[config.mk]
export PLATFORM = sky130hd
export DESIGN_NAME = counter_monitor
export DESIGN_NICKNAME = d
export VERILOG_FILES = /design/src/rtl/counter_monitor_pkg.sv /design/src/rtl/event_fifo.sv /design/src/rtl/counter_monitor.sv
export SDC_FILE = /design/constraint.sdc
export NUM_CORES = 1
export LEC_CHECK = 0
export ABC_AREA = 0
export ABC_CLOCK_PERIOD_IN_PS = 4500
export BUFFER_PORTS_ARGS = -buffer_cell sky130_fd_sc_hd__buf_2
export CAP_MARGIN = 25
export CORE_UTILIZATION = 45
export CTS_BUF_LIST = sky130_fd_sc_hd__clkbuf_2
export CTS_CLUSTER_SIZE = 24
export DETAILED_ROUTE_END_ITERATION = 16
export PLACE_DENSITY_LB_ADDON = 0.25
export RECOVER_POWER = 25
export SLEW_MARGIN = 25
export SYNTH_ARGS = -nofsm -noshare
export SYNTH_HDL_FRONTEND = slang
export SYNTH_SLANG_ARGS = --single-unit
[constraint.sdc]
create_clock -name clock -period 4.5 [get_ports clock]
set_input_delay 1.35 -clock clock [delete_from_list [all_inputs] [get_ports clock]]
set_output_delay 1.35 -clock clock [all_outputs]
set_load 0.05 [all_outputs]
[src/rtl/counter_monitor_pkg.sv]
// Shared types and constants for the counter monitor and its event FIFO.
package counter_monitor_pkg;

  // Sampling state: UNPRIMED has no valid prev yet, ARMED compares against prev.
  typedef enum logic {
    UNPRIMED = 1'b0,
    ARMED    = 1'b1
  } state_t;

  // Width of the dropped-event counter.
  localparam int unsigned DROP_W = 8;

  // Flag bits sit above the count value: {wrap, match, value}.
  localparam int unsigned REC_FLAGS = 2;
  localparam int unsigned MATCH_OFS = 0;
  localparam int unsigned WRAP_OFS  = 1;

  // Total record width for a given count width.
  function automatic int unsigned rec_width(input int unsigned size);
    return size + REC_FLAGS;
  endfunction

  // Bit index of the match flag within a record.
  function automatic int unsigned match_bit(input int unsigned size);
    return size + MATCH_OFS;
  endfunction

  // Bit index of the wrap flag within a record.
  function automatic int unsigned wrap_bit(input int unsigned size);
    return size + WRAP_OFS;
  endfunction

endpackage

[src/rtl/event_fifo.sv]
// Event record FIFO with a registered valid/ready output port.
// Pushes only land when there is room (or a pop frees a slot in the same
// cycle); a push into an empty FIFO becomes visible on the next cycle.
module event_fifo #(
  parameter int unsigned Width = 7,
  parameter int unsigned Depth = 4
) (
  input  logic             clock,
  input  logic             reset,
  input  logic             push,
  input  logic [Width-1:0] push_data,
  input  logic             ready,
  output logic             valid,
  output logic [Width-1:0] data,
  output logic             full
);

  localparam int unsigned AddrW = (Depth > 1) ? $clog2(Depth) : 1;
  localparam int unsigned CntW  = AddrW + 1;

  logic [Width-1:0] mem [Depth];
  logic [AddrW-1:0] wr_ptr;
  logic [AddrW-1:0] rd_ptr;
  logic [AddrW-1:0] rd_ptr_next;
  logic [CntW-1:0]  used;
  logic [CntW-1:0]  used_next;
  logic             pop_c;
  logic             wr_c;

  // Handshake decode and next occupancy / read pointer.
  always_comb begin
    pop_c       = valid & ready;
    wr_c        = push & (~full | pop_c);
    used_next   = used + CntW'(wr_c) - CntW'(pop_c);
    rd_ptr_next = pop_c ? rd_ptr + AddrW'(1) : rd_ptr;
  end

  // Record storage.
  always_ff @(posedge clock or negedge reset) begin
    if (!reset) begin
      for (int i = 0; i < int'(Depth); i++) begin
        mem[i] <= '0;
      end
    end else if (wr_c) begin
      mem[wr_ptr] <= push_data;
    end
  end

  // Pointers, occupancy and registered status flags.
  always_ff @(posedge clock or negedge reset) begin
    if (!reset) begin
      wr_ptr <= '0;
      rd_ptr <= '0;
      used   <= '0;
      valid  <= 1'b0;
      full   <= 1'b0;
    end else begin
      if (wr_c) begin
        wr_ptr <= wr_ptr + AddrW'(1);
      end
      rd_ptr <= rd_ptr_next;
      used   <= used_next;
      valid  <= (used_next != '0);
      full   <= (used_next == CntW'(Depth));
    end
  end

  // Registered head record; a write landing in the next head slot forwards directly.
  always_ff @(posedge clock or negedge reset) begin
    if (!reset) begin
      data <= '0;
    end else if (wr_c && (wr_ptr == rd_ptr_next)) begin
      data <= push_data;
    end else begin
      data <= mem[rd_ptr_next];
    end
  end

endmodule

[src/rtl/counter_monitor.sv]
// Watches an upstream counter, records wrap and match events into a FIFO,
// and tracks records lost to a full FIFO.
module counter_monitor
  import counter_monitor_pkg::*;
#(
  parameter int unsigned Size  = 5,
  parameter int unsigned Depth = 4
) (
  input  logic              clock,
  input  logic              reset,
  input  logic [Size-1:0]   count,
  input  logic              enable,
  input  logic [Size-1:0]   match_value,
  input  logic              clear_overflow,
  output logic              evt_valid,
  input  logic              evt_ready,
  output logic [Size+1:0]   evt_data,
  output logic              overflow,
  output logic [DROP_W-1:0] drop_count
);

  localparam int unsigned RecW     = rec_width(Size);
  localparam int unsigned WrapIdx  = wrap_bit(Size);
  localparam int unsigned MatchIdx = match_bit(Size);

  state_t          state;
  logic [Size-1:0] prev;
  logic            wrap_c;
  logic            match_c;
  logic            push_c;
  logic            drop_c;
  logic            fifo_full;
  logic [RecW-1:0] rec_c;

  // Event detection on an enabled sample while armed.
  always_comb begin
    wrap_c  = enable & (state == ARMED) & (prev == '1) & (count == '0);
    match_c = enable & (state == ARMED) & (count == match_value) & (count != prev);
    push_c  = wrap_c | match_c;
    drop_c  = push_c & fifo_full & ~(evt_valid & evt_ready);
  end

  // Record assembly: {wrap, match, sampled count}.
  always_comb begin
    rec_c              = '0;
    rec_c[Size-1:0]    = count;
    rec_c[WrapIdx]     = wrap_c;
    rec_c[MatchIdx]    = match_c;
  end

  // Sampling state machine; prev tracks every enabled sample, even dropped ones.
  always_ff @(posedge clock or negedge reset) begin
    if (!reset) begin
      state <= UNPRIMED;
      prev  <= '0;
    end else if (enable) begin
      case (state)
        UNPRIMED: state <= ARMED;
        ARMED:    state <= ARMED;
        default:  state <= UNPRIMED;
      endcase
      prev <= count;
    end
  end

  // Sticky overflow and saturating drop counter; a same-cycle drop wins over clear.
  always_ff @(posedge clock or negedge reset) begin
    if (!reset) begin
      overflow   <= 1'b0;
      drop_count <= '0;
    end else if (drop_c) begin
      overflow <= 1'b1;
      if (clear_overflow) begin
        drop_count <= DROP_W'(1);
      end else if (drop_count != '1) begin
        drop_count <= drop_count + DROP_W'(1);
      end
    end else if (clear_overflow) begin
      overflow   <= 1'b0;
      drop_count <= '0;
    end
  end

  // Record queue and consumer handshake.
  event_fifo #(
    .Width (RecW),
    .Depth (Depth)
  ) u_fifo (
    .clock     (clock),
    .reset     (reset),
    .push      (push_c),
    .push_data (rec_c),
    .ready     (evt_ready),
    .valid     (evt_valid),
    .data      (evt_data),
    .full      (fifo_full)
  );

endmodule

Word level (Yosys, flattened, before mapping)
Cells that the tools add are included.
{"block": "op_classes", "eq_ne": 6, "bitwise_logic": 15, "n_lt_le_gt_ge": 3, "muxes": 14, "reduce_logical": 7, "n_addsub": 5}
{"operator": "$mux W8", "n": 4}
{"operator": "$bwmux W28", "n": 1}
{"operator": "$mux W7", "n": 4}
{"operator": "$bmux W7 S2", "n": 1}
{"operator": "$demux W7 S2", "n": 1}
{"operator": "$and A1 B1 Y1", "n": 9}
{"operator": "$add A8 B1 Y8 const B", "n": 1}
{"operator": "$ne A8 B8 Y1 const B", "n": 1}
{"operator": "$ge A3 B3 Y1 const B", "n": 2}
{"operator": "$not A2 Y3", "n": 2}
{"operator": "$eq A5 B5 Y1", "n": 1}
{"operator": "$eq A5 B5 Y1 const B", "n": 1}
{"operator": "$logic_not A5 Y1", "n": 1}
{"operator": "$ne A5 B5 Y1", "n": 1}
{"operator": "$add A2 B1 Y2 const B", "n": 2}
{"operator": "$reduce_bool A2 Y1", "n": 2}
{"operator": "$add A3 B1 Y3", "n": 1}
{"operator": "$eq A3 B3 Y1 const B", "n": 1}
{"operator": "$lt A3 B1 Y1 const B", "n": 1}
{"operator": "$reduce_bool A3 Y1", "n": 1}
{"operator": "$sub A3 B1 Y3", "n": 1}
{"operator": "$eq A2 B2 Y1", "n": 1}
{"operator": "$logic_and A1 B1 Y1", "n": 2}
{"operator": "$mux W1", "n": 2}
{"operator": "4 further kinds", "n": 6}
{"block": "word_totals", "out_inout_bits": 17, "reg_bits": 59, "wordCells": 64, "in_bits": 15}

Logic depth before layout (Yosys ltp)
{"block": "depth", "ltp_word": 8, "depth_mapped": 11, "mapped_depth_nobuf": 10}

Modules after synthesis
Synthesis repeated with hierarchy kept, for this count alone.
{"block": "unflattened", "cells_unflattened": 333, "hier_area_um2": 3244.4}
{"module": "event_fifo", "n_inst": 1, "area_per_inst_um2": 2282.2, "cells_per_inst": 237, "seq_area_each_um2": 1101.1}
{"module": "counter_monitor", "n_inst": 1, "area_per_inst_um2": 962.2, "cells_per_inst": 96, "seq_area_each_um2": 375.4}

Least setup slack after synthesis
No wires, ideal clock.
{"block": "synth_timing", "path_type": "input port to flip-flop", "start": "input port count[3]", "end": "register u_fifo.valid", "n_path_buf": 1, "setup_ps": 131, "setup_slack_ps": 713, "stages": 8, "arrival_time_ps": 3656, "t_required_ps": 4369, "cell_sequence": "buf_4 -> or4b_4 -> nor3_4 -> o21ai_0 -> inv_1 -> ha_1 -> fa_1 -> or3_1"}
{"block": "synth_between", "elab_chain_cells": 8, "word_cells_on_any_way": 11, "cone_classes": "2 x add/sub; 2 x eq/ne; 5 x bitwise; 2 x reduce/logical"}
{"item": "from (decl)", "line_no": "counter_monitor.sv:11", "text": "input logic [Size-1:0] count,"}
{"item": "$eq A5 B5 Y1", "line_no": "counter_monitor.sv:38", "text": "match_c = enable & (state == ARMED) & (count == match_value) & (count != prev);"}
{"item": "$and A1 B1 Y1 (2 in series)", "line_no": "counter_monitor.sv:38"}
{"item": "$or A1 B1 Y1 *", "line_no": "counter_monitor.sv:39", "text": "push_c = wrap_c | match_c;"}
{"item": "$and A1 B1 Y1 *", "line_no": "event_fifo.sv:33", "text": "wr_c = push & (~full | pop_c);"}
{"item": "named net u_fifo.wr_c", "line_no": "event_fifo.sv:28", "text": "logic wr_c;"}
{"item": "$add A3 B1 Y3 *", "line_no": "event_fifo.sv:34", "text": "used_next = used + CntW'(wr_c) - CntW'(pop_c);"}
{"item": "$sub A3 B1 Y3 *", "line_no": "event_fifo.sv:34"}
{"item": "named net u_fifo.used_next[1]", "line_no": "event_fifo.sv:26", "text": "logic [CntW-1:0] used_next;"}
{"item": "$reduce_bool A3 Y1 *", "line_no": "event_fifo.sv:63", "text": "valid <= (used_next != '0);"}
{"item": "to (signal assigned)", "line_no": "event_fifo.sv:63"}
{"item": "to (decl)", "line_no": "event_fifo.sv:13", "text": "output logic valid,"}
Mark *: on every way through the listed nets, which the timed path passes. The rest lies on a longest branch.
A chain may end at the register's enable or synchronous reset.

Final worst setup path
{"block": "layout_timing", "start": "input port count[2]", "end": "register u_fifo.valid"}
The elaborated chain is that of the path after synthesis.

==> impl_metrics.json <==
{
  "layout-drive-gt1-share": 0.407,
  "dp_cells": 329,
  "syn_area_um2": 2990,
  "cts_tree": "done",
  "setup_violations": 0,
  "drc": 0,
  "globalplace.congestion": 0.786,
  "ant_nets": 0,
  "power.share.sequential": 0.434,
  "internal_power_mw": 1.04,
  "clkSlewWorstSetupHoldPaths_ns": 0.15,
  "slew_headroom": -0.394,
  "cap_violations": 1,
  "cp_top_family": "compound AO/OA/AOI/OAI gates",
  "first_iter_violations": 91,
  "grt_max_degree": 40,
  "finalCritPeriodShare": 0.751,
  "synth_area_leaders": "dfrtp_1 (49%), mux2_2 (17%), mux4_2 (5.3%), ha_1 (2.9%), xnor2_1 (2.9%)",
  "ir_drop_mv": 0.235,
  "synth_edf_count": 0,
  "ys_warn_count": 0,
  "root_buffer": "clkbuf_2",
  "cts_sinks": 59,
  "tns_ns": 0,
  "vias": 1865,
  "die-area_um2": 6970,
  "pre_cts_slack_ns": 0.608,
  "die_h_um": 83.5,
  "syn-num-nets": 249,
  "clkLatencyLatePin_ns": 0.50,
  "hold_buffers": 0,
  "die_x_um": 83.5,
  "synth_cells": 226,
  "cp_max_fo": 9,
  "grt_use_total": 0.183,
  "grt-ovfl-total": 0,
  "finalNonFillerCells": 345,
  "synth_top_area_share": 0.494,
  "slowest_stage": "o21ai_0",
  "synth_cell_types": 45,
  "fmax_mhz": 296,
  "clk_path_buf_depth": 2,
  "crit_path_cell_trace": "buf_2 -> xnor2_1 -> nand3_1 -> o211a_1 -> o21ai_0 -> inv_1 -> ha_1 -> fa_1 -> xnor2_1 -> inv_1 -> or3_1",
  "hpwl_um": 3790,
  "cp_num_buf_inv": 3,
  "rsz0062_at_grt": "no",
  "dr.pass1.iters": 5,
  "antenna_found_initial": 0,
  "synth.avg_cell_area_um2": 13.2,
  "switching_power_mw": 0.521,
  "swShare": 0.335,
  "worstMarginPinSlew_ns": 2.09,
  "final_common_cell": "dfrtp_1",
  "grt_pass1_wl_um": 9650,
  "io_buffers": 31,
  "critical_path_required_ns": 4.85,
  "fillers": 566,
  "layout_setup_ws_ns": 1.12,
  "synth_async_sr_flop_share": 1.00,
  "post_cts_resized": 0,
  "regArea_um2": 1480,
  "power_leakage_nw": 1.66,
  "core_um2": 6390,
  "ys_ff_latch": 59,
  "diodes": 0,
  "cp-end-kind": "register",
  "clockPowerShare": 0.242,
  "ys.flop_type": "dfrtp_1",
  "initial_core_util": 0.468,
  "multi_input_area_um2": 1390,
  "pin_count": 32,
  "cts_buffers": 9,
  "worstSetupPathType": "primary input to register",
  "yosysSeqAreaShare": 0.494,
  "cts_setup_buffers": 0,
  "htree_levels": 3,
  "finClkSkew_ns": 0.0395,
  "synth_largest_area_cell": "dfrtp_1",
  "drt_wl_total_um": 5500,
  "violations": "capacitance limit, slew limit",
  "grt_pass1_vias": 1891,
  "combPwrFrac": 0.325,
  "status": "complete, but fails checks",
  "layout_min_cycle_time_ns": 3.38,
  "wire_per_inst_um": 15.9,
  "mostFrequentLayoutCells": "dfrtp_1 (59), mux2_2 (44), buf_2 (29)",
  "rows": 29,
  "powerDensity_nw_per_um2": 466,
  "min-delay-path-class": "register to register",
  "nNetsFinal": 286,
  "arrival_ns": 3.74,
  "area_growth_syn_to_layout_pct": 11.9,
  "slowest_delay_ns": 0.40,
  "final_max_slew_viol_count": 40,
  "hold_violations": 0,
  "start_kind": "primary input",
  "fin_util": 0.524,
  "avgViaCountPerCell": 5.41
}
[cell usage after synthesis (4+ instances only)]
cell,count
inv_1,16
nand2_1,8
o21ai_0,4
xor2_1,5
nand3_1,5
o211ai_2,4
and3_1,4
mux2_2,44
dfrtp_1,59
mux4_2,7
a21oi_1,5
xnor2_1,10
ha_1,7
[registers in the layout (all words and copies together) (netlist names)]
register,cells
u_fifo.mem,28
drop_count,8
u_fifo.data,7
prev,5
u_fifo.used,3
u_fifo.rd_ptr,2
u_fifo.wr_ptr,2
overflow,1
state,1
u_fifo.full,1
u_fifo.valid,1
[final cells by class]
| cell class | instances | share of cell area |
|---|---|---|
| Clock buffer | 10 | 0.0150 |
| Multi-Input combinational cell | 141 | 0.417 |
| Timing Repair Buffer | 35 | 0.0546 |
| Inverter | 17 | 0.0198 |
| Tap cell | 77 | 0.0288 |
| Sequential cell | 59 | 0.441 |
| Clock inverter | 6 | 0.0239 |
[power groups by stage]
stage	Clock [mW]	Combinational [mW]	Sequential, mW
finish	0.377	0.506	0.676
global route	0.410	0.563	0.690
CTS	0.391	0.516	0.676
detailed placement	0	0.512	0.688
global placement	0	0.509	0.684
floorplan	0	0.331	0.748
[metrics by stage]
step | total power [mW] | area (um^2) | hold slack (ns)
after floorplan | 1.08 | 2990 | 0.452
after global placement | 1.19 | 3220 | 0.483
after detailed placement | 1.20 | 3220 | 0.485
after CTS | 1.58 | 3350 | 0.524
after global routing | 1.66 | 3350 | 0.549
final | 1.56 | 3350 | 0.523
[cell families after synthesis]
group | synth area share
simple gates | 0.0779
xor+xnor | 0.0590
fa+ha+maj | 0.0360
buf+inv | 0.0398
compound gates | 0.0716
flops | 0.494
mux | 0.222
[routing by layer]
metal / share of wire / vias to the layer above / track usage
li1: - / 887 / -
met1: 0.51 / 931 / 0.263
met2: 0.43 / 37 / 0.258
met3: 0.039 / 10 / 0.0485
met4: 0.021 / 0 / 0.0878
met5: 0 / - / 0
[final timing paths]
kind	start	to	slack [ns]	cells past startpoint
worst min register to register	u_fifo.mem[21]$_DFFE_PN0P_	u_fifo.mem[21]$_DFFE_PN0P_	0.52	1
worst min-delay path	u_fifo.mem[21]$_DFFE_PN0P_	u_fifo.mem[21]$_DFFE_PN0P_	0.52	1
max in group asynchronous	reset	u_fifo.used[0]$_DFF_PN0_	1.83	2
worst max-delay path	count[2]	u_fifo.valid$_DFF_PN0_	1.12	11
worst max register to register	prev[2]$_DFFE_PN0P_	u_fifo.valid$_DFF_PN0_	1.70	10
min in group asynchronous	reset	u_fifo.data[2]$_DFF_PN0_	1.42	1
(Power assumes the default switching activity.)
